[src/rtl/uart_rgb_cmd_pwm_pkg.sv]
// Shared definitions for the UART RGB command interpreter: command characters,
// parser states and the ASCII hex-digit decoder.
package uart_rgb_cmd_pwm_pkg;

    localparam logic [7:0] CHR_SET  = 8'h53;  // 'S'
    localparam logic [7:0] CHR_ACK  = 8'h2E;  // '.'
    localparam logic [7:0] CHR_NAK  = 8'h3F;  // '?'
    localparam logic [7:0] CHR_ZERO = 8'h30;  // '0'

    typedef enum logic [2:0] {
        ST_IDLE   = 3'd0,
        ST_GET_CH = 3'd1,
        ST_GET_HI = 3'd2,
        ST_GET_LO = 3'd3,
        ST_RESP   = 3'd4
    } state_e;

    // Returns {valid, nibble}; accepts 0-9, A-F and a-f.
    function automatic logic [4:0] hex_decode(input logic [7:0] c);
        logic [4:0] r;
        r = 5'h00;
        if (c >= 8'h30 && c <= 8'h39) begin
            r = {1'b1, c[3:0]};
        end else if ((c >= 8'h41 && c <= 8'h46) || (c >= 8'h61 && c <= 8'h66)) begin
            r = {1'b1, c[3:0] + 4'd9};
        end else begin
            r = 5'h00;
        end
        return r;
    endfunction

endpackage

[src/rtl/uart_rgb_cmd_pwm_rgb_pwm_gen.sv]
// Multi-channel PWM: shared prescaler and counter, per-channel shadow/active duty
// registers with the shadow copied to active only when the counter wraps.
module rgb_pwm_gen #(
    parameter int NUM_CH   = 3,
    parameter int PWM_BITS = 8,
    parameter int PWM_DIV  = 47,
    parameter int CH_W     = 2
) (
    input  logic              hw_clk,
    input  logic              rst,
    input  logic              wr_en,
    input  logic [CH_W-1:0]   wr_ch,
    input  logic [7:0]        wr_duty,
    input  logic              ld_en,
    input  logic [NUM_CH-1:0] ld_mask,
    output logic [NUM_CH-1:0] pwm_out
);
    import uart_rgb_cmd_pwm_pkg::*;

    localparam int PRE_W = (PWM_DIV > 0) ? $clog2(PWM_DIV + 1) : 1;
    localparam logic [PRE_W-1:0]    PRE_MAX = PRE_W'(PWM_DIV);
    localparam logic [PWM_BITS-1:0] CNT_MAX = PWM_BITS'((2 ** PWM_BITS) - 2);

    logic [PRE_W-1:0]    pre_r;
    logic [PWM_BITS-1:0] cnt_r;
    logic [PWM_BITS-1:0] shadow_r [NUM_CH];
    logic [PWM_BITS-1:0] active_r [NUM_CH];
    logic [NUM_CH-1:0]   pwm_out_r;
    logic                wrap_s;

    assign wrap_s  = (pre_r == PRE_MAX) && (cnt_r == CNT_MAX);
    assign pwm_out = pwm_out_r;

    // Prescaler and shared PWM counter; the counter skips the all-ones value so a full duty stays on.
    always_ff @(posedge hw_clk or posedge rst) begin
        if (rst) begin
            pre_r <= '0;
            cnt_r <= '0;
        end else if (pre_r == PRE_MAX) begin
            pre_r <= '0;
            cnt_r <= (cnt_r == CNT_MAX) ? '0 : cnt_r + PWM_BITS'(1);
        end else begin
            pre_r <= pre_r + PRE_W'(1);
        end
    end

    // Duty registers, comparators; a write on the wrap cycle lands at the following wrap.
    always_ff @(posedge hw_clk or posedge rst) begin
        if (rst) begin
            for (int i = 0; i < NUM_CH; i++) begin
                shadow_r[i] <= '0;
                active_r[i] <= '0;
            end
            pwm_out_r <= '0;
        end else begin
            for (int i = 0; i < NUM_CH; i++) begin
                if (ld_en) begin
                    shadow_r[i] <= ld_mask[i] ? '1 : '0;
                end else if (wr_en && (wr_ch == CH_W'(i))) begin
                    shadow_r[i] <= wr_duty[7 -: PWM_BITS];
                end
                if (wrap_s) begin
                    active_r[i] <= shadow_r[i];
                end
                pwm_out_r[i] <= (cnt_r < active_r[i]);
            end
        end
    end

endmodule

[src/rtl/uart_rgb_cmd_pwm.sv]
// Byte-stream command parser for the board RGB LED: presets, 4-byte set-duty
// command, one response byte per command on a valid/ready TX handshake.
module uart_rgb_cmd_pwm #(
    parameter int NUM_CH      = 3,
    parameter int PWM_BITS    = 8,
    parameter int PWM_DIV     = 47,
    parameter int TIMEOUT_CYC = 120000
) (
    input  logic              hw_clk,
    input  logic              rst,
    input  logic              rx_valid,
    input  logic [7:0]        rx_data,
    output logic              rx_ready,
    output logic              tx_valid,
    output logic [7:0]        tx_data,
    input  logic              tx_ready,
    output logic [NUM_CH-1:0] pwm_out,
    output logic              cmd_busy
);
    import uart_rgb_cmd_pwm_pkg::*;

    localparam int CH_W = (NUM_CH > 1) ? $clog2(NUM_CH) : 1;

    state_e          state_r, next_state_s;
    logic [CH_W-1:0] ch_r;
    logic [3:0]      hi_r;
    logic [7:0]      tx_data_r;
    logic [31:0]     timer_r;
    logic            accept_s, in_get_s, timeout_s, preset_ok_s, ch_ok_s;
    logic [7:0]      digit_s;
    logic [4:0]      hex_s;
    logic            tx_load_s, wr_en_s, ld_en_s, lat_ch_s, lat_hi_s;
    logic [7:0]      tx_byte_s;

    assign rx_ready    = (state_r != ST_RESP);
    assign tx_valid    = (state_r == ST_RESP);
    assign tx_data     = tx_data_r;
    assign cmd_busy    = (state_r != ST_IDLE);
    assign accept_s    = rx_valid && rx_ready;
    assign in_get_s    = (state_r == ST_GET_CH) || (state_r == ST_GET_HI) || (state_r == ST_GET_LO);
    assign timeout_s   = (timer_r == 32'(TIMEOUT_CYC - 1));
    assign digit_s     = rx_data - CHR_ZERO;
    assign hex_s       = hex_decode(rx_data);
    assign preset_ok_s = (rx_data >= CHR_ZERO) && ({24'd0, digit_s} < 32'(1 << NUM_CH));
    assign ch_ok_s     = (rx_data >= CHR_ZERO) && ({24'd0, digit_s} < 32'(NUM_CH));

    // Parser next-state and per-byte actions.
    always_comb begin
        next_state_s = state_r;
        tx_load_s    = 1'b0;
        tx_byte_s    = 8'h00;
        wr_en_s      = 1'b0;
        ld_en_s      = 1'b0;
        lat_ch_s     = 1'b0;
        lat_hi_s     = 1'b0;
        case (state_r)
            ST_IDLE: begin
                if (!accept_s) begin
                    next_state_s = ST_IDLE;
                end else if (preset_ok_s) begin
                    ld_en_s      = 1'b1;
                    tx_load_s    = 1'b1;
                    tx_byte_s    = CHR_ACK;
                    next_state_s = ST_RESP;
                end else if (rx_data == CHR_SET) begin
                    next_state_s = ST_GET_CH;
                end else begin
                    tx_load_s    = 1'b1;
                    tx_byte_s    = rx_data + 8'd1;
                    next_state_s = ST_RESP;
                end
            end
            ST_GET_CH, ST_GET_HI, ST_GET_LO: begin
                if (accept_s && (state_r == ST_GET_CH) && ch_ok_s) begin
                    lat_ch_s     = 1'b1;
                    next_state_s = ST_GET_HI;
                end else if (accept_s && (state_r == ST_GET_HI) && hex_s[4]) begin
                    lat_hi_s     = 1'b1;
                    next_state_s = ST_GET_LO;
                end else if (accept_s && (state_r == ST_GET_LO) && hex_s[4]) begin
                    wr_en_s      = 1'b1;
                    tx_load_s    = 1'b1;
                    tx_byte_s    = CHR_ACK;
                    next_state_s = ST_RESP;
                end else if (accept_s || timeout_s) begin
                    tx_load_s    = 1'b1;
                    tx_byte_s    = CHR_NAK;
                    next_state_s = ST_RESP;
                end else begin
                    next_state_s = state_r;
                end
            end
            ST_RESP: begin
                if (tx_ready) begin
                    next_state_s = ST_IDLE;
                end else begin
                    next_state_s = ST_RESP;
                end
            end
            default: begin
                next_state_s = ST_IDLE;
            end
        endcase
    end

    // Parser state register.
    always_ff @(posedge hw_clk or posedge rst) begin
        if (rst) begin
            state_r <= ST_IDLE;
        end else begin
            state_r <= next_state_s;
        end
    end

    // Command operand latches, TX holding register and inter-byte timeout timer.
    always_ff @(posedge hw_clk or posedge rst) begin
        if (rst) begin
            ch_r      <= '0;
            hi_r      <= 4'h0;
            tx_data_r <= 8'h00;
            timer_r   <= 32'd0;
        end else begin
            if (lat_ch_s) begin
                ch_r <= digit_s[CH_W-1:0];
            end
            if (lat_hi_s) begin
                hi_r <= hex_s[3:0];
            end
            if (tx_load_s) begin
                tx_data_r <= tx_byte_s;
            end
            timer_r <= (in_get_s && !accept_s) ? timer_r + 32'd1 : 32'd0;
        end
    end

    rgb_pwm_gen #(
        .NUM_CH   (NUM_CH),
        .PWM_BITS (PWM_BITS),
        .PWM_DIV  (PWM_DIV),
        .CH_W     (CH_W)
    ) u_pwm (
        .hw_clk  (hw_clk),
        .rst     (rst),
        .wr_en   (wr_en_s),
        .wr_ch   (ch_r),
        .wr_duty ({hi_r, hex_s[3:0]}),
        .ld_en   (ld_en_s),
        .ld_mask (digit_s[NUM_CH-1:0]),
        .pwm_out (pwm_out)
    );

endmodule
[config.mk]
export PLATFORM = sky130hd
export DESIGN_NAME = uart_rgb_cmd_pwm
export DESIGN_NICKNAME = d
export VERILOG_FILES = /design/src/rtl/uart_rgb_cmd_pwm_pkg.sv /design/src/rtl/uart_rgb_cmd_pwm_rgb_pwm_gen.sv /design/src/rtl/uart_rgb_cmd_pwm.sv
export SDC_FILE = /design/constraint.sdc
export NUM_CORES = 1
export LEC_CHECK = 0
export CORE_ASPECT_RATIO = 2
export CORE_MARGIN = 5
export CORE_UTILIZATION = 40
export CTS_BUF_LIST = sky130_fd_sc_hd__clkbuf_4
export DETAILED_ROUTE_END_ITERATION = 12
export PLACE_DENSITY_LB_ADDON = 0.2
export SYNTH_ARGS = -nofsm -noshare
export SYNTH_HDL_FRONTEND = slang
export SYNTH_SLANG_ARGS = --single-unit
[constraint.sdc]
create_clock -name hw_clk -period 4.5 [get_ports hw_clk]
set_input_delay 1.125 -clock hw_clk [delete_from_list [all_inputs] [get_ports hw_clk]]
set_output_delay 1.125 -clock hw_clk [all_outputs]
set_load 0.03 [all_outputs]
==> summary.txt <==
Status
  • Status: finished, final reports clean

Route
  • WL final: approximately 13 mm
  • Initial DRC count: ~160
  • Routed via count: 4413
  • Final ANT Viol Nets: 0
  • Vias per cell: 5.16
  • Drt wl/cell: approximately 15 um
  • # DRC: 0
  • First-pass DRT Iterations: 4

STA
  • Hold Violations, Final: 0
  • Final worst-path cycle share: between 70% and 80%
  • Slew margin rel.: about 27%
  • Final Skew: around 0.017 ns
  • Setup TNS: 0 ns
  • Tmin final: 3.51 ns
  • Final Max Tran Viols: 0
  • # setup viols final: 0
  • Worst-Margin Slew: around 1.1 ns
  • RSZ-0062 raised after global routing: false
  • Fmax: about 280 MHz
  • Fin worst setup slack: just under 1 ns

Logic synthesis
  • Post-synth cell types: 56
  • Post-synthesis register bit count: 114
  • Compound-gate portion of the synthesized area: a little under an eighth
  • YS warnings: 0
  • Syn_nets: 662
  • Async SR Flop Fraction: 100%
  • Simple-gate share of the synthesized area: roughly 22%
  • Mapped Cells: approximately 620
  • Seq/Total Area, Yosys: approximately half
  • Main combinational cell family by area after synthesis: simple AND/OR/NAND/NOR gates
  • Mux share of post-synthesis cell area: 2.13%
  • Area share of xor/xnor cells in the synthesized design: under 10%
  • Synth Area in Adders: 6.13%
  • Netlist Area Pre-Place: around 5900 sq um
  • Main flop type after synthesis: dfrtp_1
  • Post-synth EDFFs: 0
  • Syn avg cell area: roughly 9.5 sq um

Hold path
  • Worst hold path type: register to register

Worst setup path
  • Crit Path Category: register to output port
  • CP endpoint kind: output port
  • CP required: between 3 and 4 ns
  • Critical path arrival: between 2 and 2.5 ns
  • Startpoint types: register
  • CP max FO: 10

Job
  • Max_cap viols: 0

Die
  • Die H: between 150 and 200 um
  • Core box area: 14700 sq um
  • Die Wd: 96.0 um
  • Die ar.: approximately 17000 sq um
  • Starting Density: 40.4%
  • Rows: 63
  • IO Pins: 26

GRT
  • GRT Total Usage: between 15 and 20%
  • Vias in the first global route: 4370
  • First-pass GRT wire length: ~22 mm
  • Largest net degree at the start of global routing: 67
  • Initial antenna violation count: 1
  • Gr ovfl total: 0

Clock tree
  • CTS hold repair buffers: 0
  • Clock sink count: ~110
  • CTS tree: done
  • Clk slew on worst S/H paths: 0.10 ns
  • Post-CTS Setup Repair Bufs: 0
  • Clock insertion delay at the later pin of the skew report: 0.50 ns
  • Post-cts repair resize count: 0
  • Root buf cell: clkbuf_4
  • Deepest clock path buffer count: 2
  • CTS HTree Levels: 4
  • Cts bufs inserted: 17

Place
  • Hpwl dp: around 9 mm
  • Place WS: 0.474 ns
  • Final Wtd Congestion: 0.800
  • Port buffer count: 25

Power
  • PwrDens: ~330 nW/um^2
  • Leakage power: 0.00288 uW
  • Maximum vdd drop: about 150 uV

Finish
  • Share of post-route cells with drive strength above 1: ~8.5%
  • Area growth syn-to-layout: 12.8%
  • Fin nets: a little under 700
per-layer routing:
| layer | routed length [um] | vias up | GRT usage, % |
|---|---|---|---|
| met5 | 0 | - | 0 |
| met4 | 207 | 0 | 5.70 |
| met3 | 238 | 13 | 3.44 |
| met2 | 6260 | 51 | 24.2 |
| met1 | 6070 | 2122 | 22.3 |
| li1 | - | 2227 | - |
path summary, 6_finish.rpt:
check | from | end | slack, ns | depth (start not counted)
setup / recovery | state_r[1]$_DFFE_PP0P_ | tx_valid | 0.99 | 4
hold / removal | u_pwm.shadow_r[9]$_DFFE_PP0P_ | u_pwm.active_r[9]$_DFFE_PP0P_ | 0.47 | 2
setup reg to reg | u_pwm.pre_r[0]$_DFF_PP0_ | u_pwm.active_r[3]$_DFFE_PP0P_ | 1.74 | 7
hold reg to reg | u_pwm.shadow_r[9]$_DFFE_PP0P_ | u_pwm.active_r[9]$_DFFE_PP0P_ | 0.47 | 2
max in group asynchronous | rst | u_pwm.shadow_r[8]$_DFFE_PP0P_ | 2.58 | 3
min in group asynchronous | rst | u_pwm.cnt_r[3]$_DFFE_PP0P_ | 1.16 | 2
area by class of cell:
type	instances	area, sq um
multi-input combinational	453	2850
fill	1474	7980
timing repair buffer	33	323
tap	195	244
antenna	1	2.50
clock buffer	18	135
inverter	28	108
clock inverter	13	168
sequential	114	2850
sequential cells by signal, summed over array words and instances (netlist names):
signal,cells
u_pwm.active_r,24
state_r,3
u_pwm.pwm_out,3
u_pwm.shadow_r,24
timer_r,32
tx_data,8
u_pwm.cnt_r,8
hi_r,4
ch_r,2
u_pwm.pre_r,6
cells in the mapped netlist, types with 4 or more instances:
library cell  instances  area (sq um)
xnor2_1              11          96.3
o21ai_0              45           225
and4_1                9          78.8
clkbuf_1             20          75.1
xor2_1               27           236
nor4b_1               4          35.0
nand2b_1              4          25.0
nor2_1               62           233
nand2_1              89           334
nor3_1               13          65.1
ha_1                 29           363
buf_2                 4          20.0
nand3_1              21           105
nor4_1                4          25.0
nand4_1               9          56.3
a21oi_1              20           100
and3_1               13          81.3
o211ai_1              6          45.0
and2_1                4          25.0
inv_1                28           105
a31oi_1              10          62.6
mux2i_1               7          70.1
or3_1                 5          31.3
dfrtp_1             114          2850
mux2_2                5          56.3
worst max-delay path, stage by stage (launching register included):
cell and delay [ns]:
dfrtp_1 0.49, nor2_1 0.45, nand2_1 0.20, inv_1 0.08, clkdlybuf4s50_1 0.66
where the power goes:
group / switching [uW] / internal, uW
Combinational: 142 / 103
Sequential: 43.7 / 1090
Clock: 380 / 436
Total: 566 / 1630
cell families (layout without fill, tap and decap cells):
group	after synthesis	count (layout)
AO/OA/AOI/OAI	112	112
XOR/XNOR	38	38
adder cells (fa/ha/maj)	29	29
buffers and inverters	54	92
flip-flops	114	114
multiplexers	12	12
other	0	1
AND/OR/NAND/NOR	262	262
cells in the final DEF, fill, tap and decap left out, types with 9 or more instances in the layout:
| master | n |
|---|---|
| clkbuf_4 | 18 |
| xnor2_1 | 11 |
| and4_1 | 9 |
| nor2_1 | 61 |
| dfrtp_1 | 114 |
| xor2_1 | 27 |
| nand3_1 | 21 |
| nor3_1 | 13 |
| a31oi_1 | 10 |
| and3_1 | 13 |
| clkdlybuf4s50_1 | 25 |
| nand4_1 | 9 |
| ha_1 | 29 |
| o21ai_0 | 45 |
| inv_1 | 27 |
| a21oi_1 | 20 |
| nand2_1 | 89 |
stage by stage:
stage	cell area (sq um)	instances	hold WS, ns	utilization [%]	power (uW)
2_1_floorplan	5920	621	0.445	-	1300
3_3_place_gp	6370	823	0.470	43.5	1400
3_5_place_dp	6370	823	0.469	43.5	1400
4_1_cts	6680	854	0.479	45.5	2230
5_1_grt	6680	855	0.503	45.6	2300
6_report	6680	855	0.475	45.6	2190
Power figures use the tool's default switching activity.
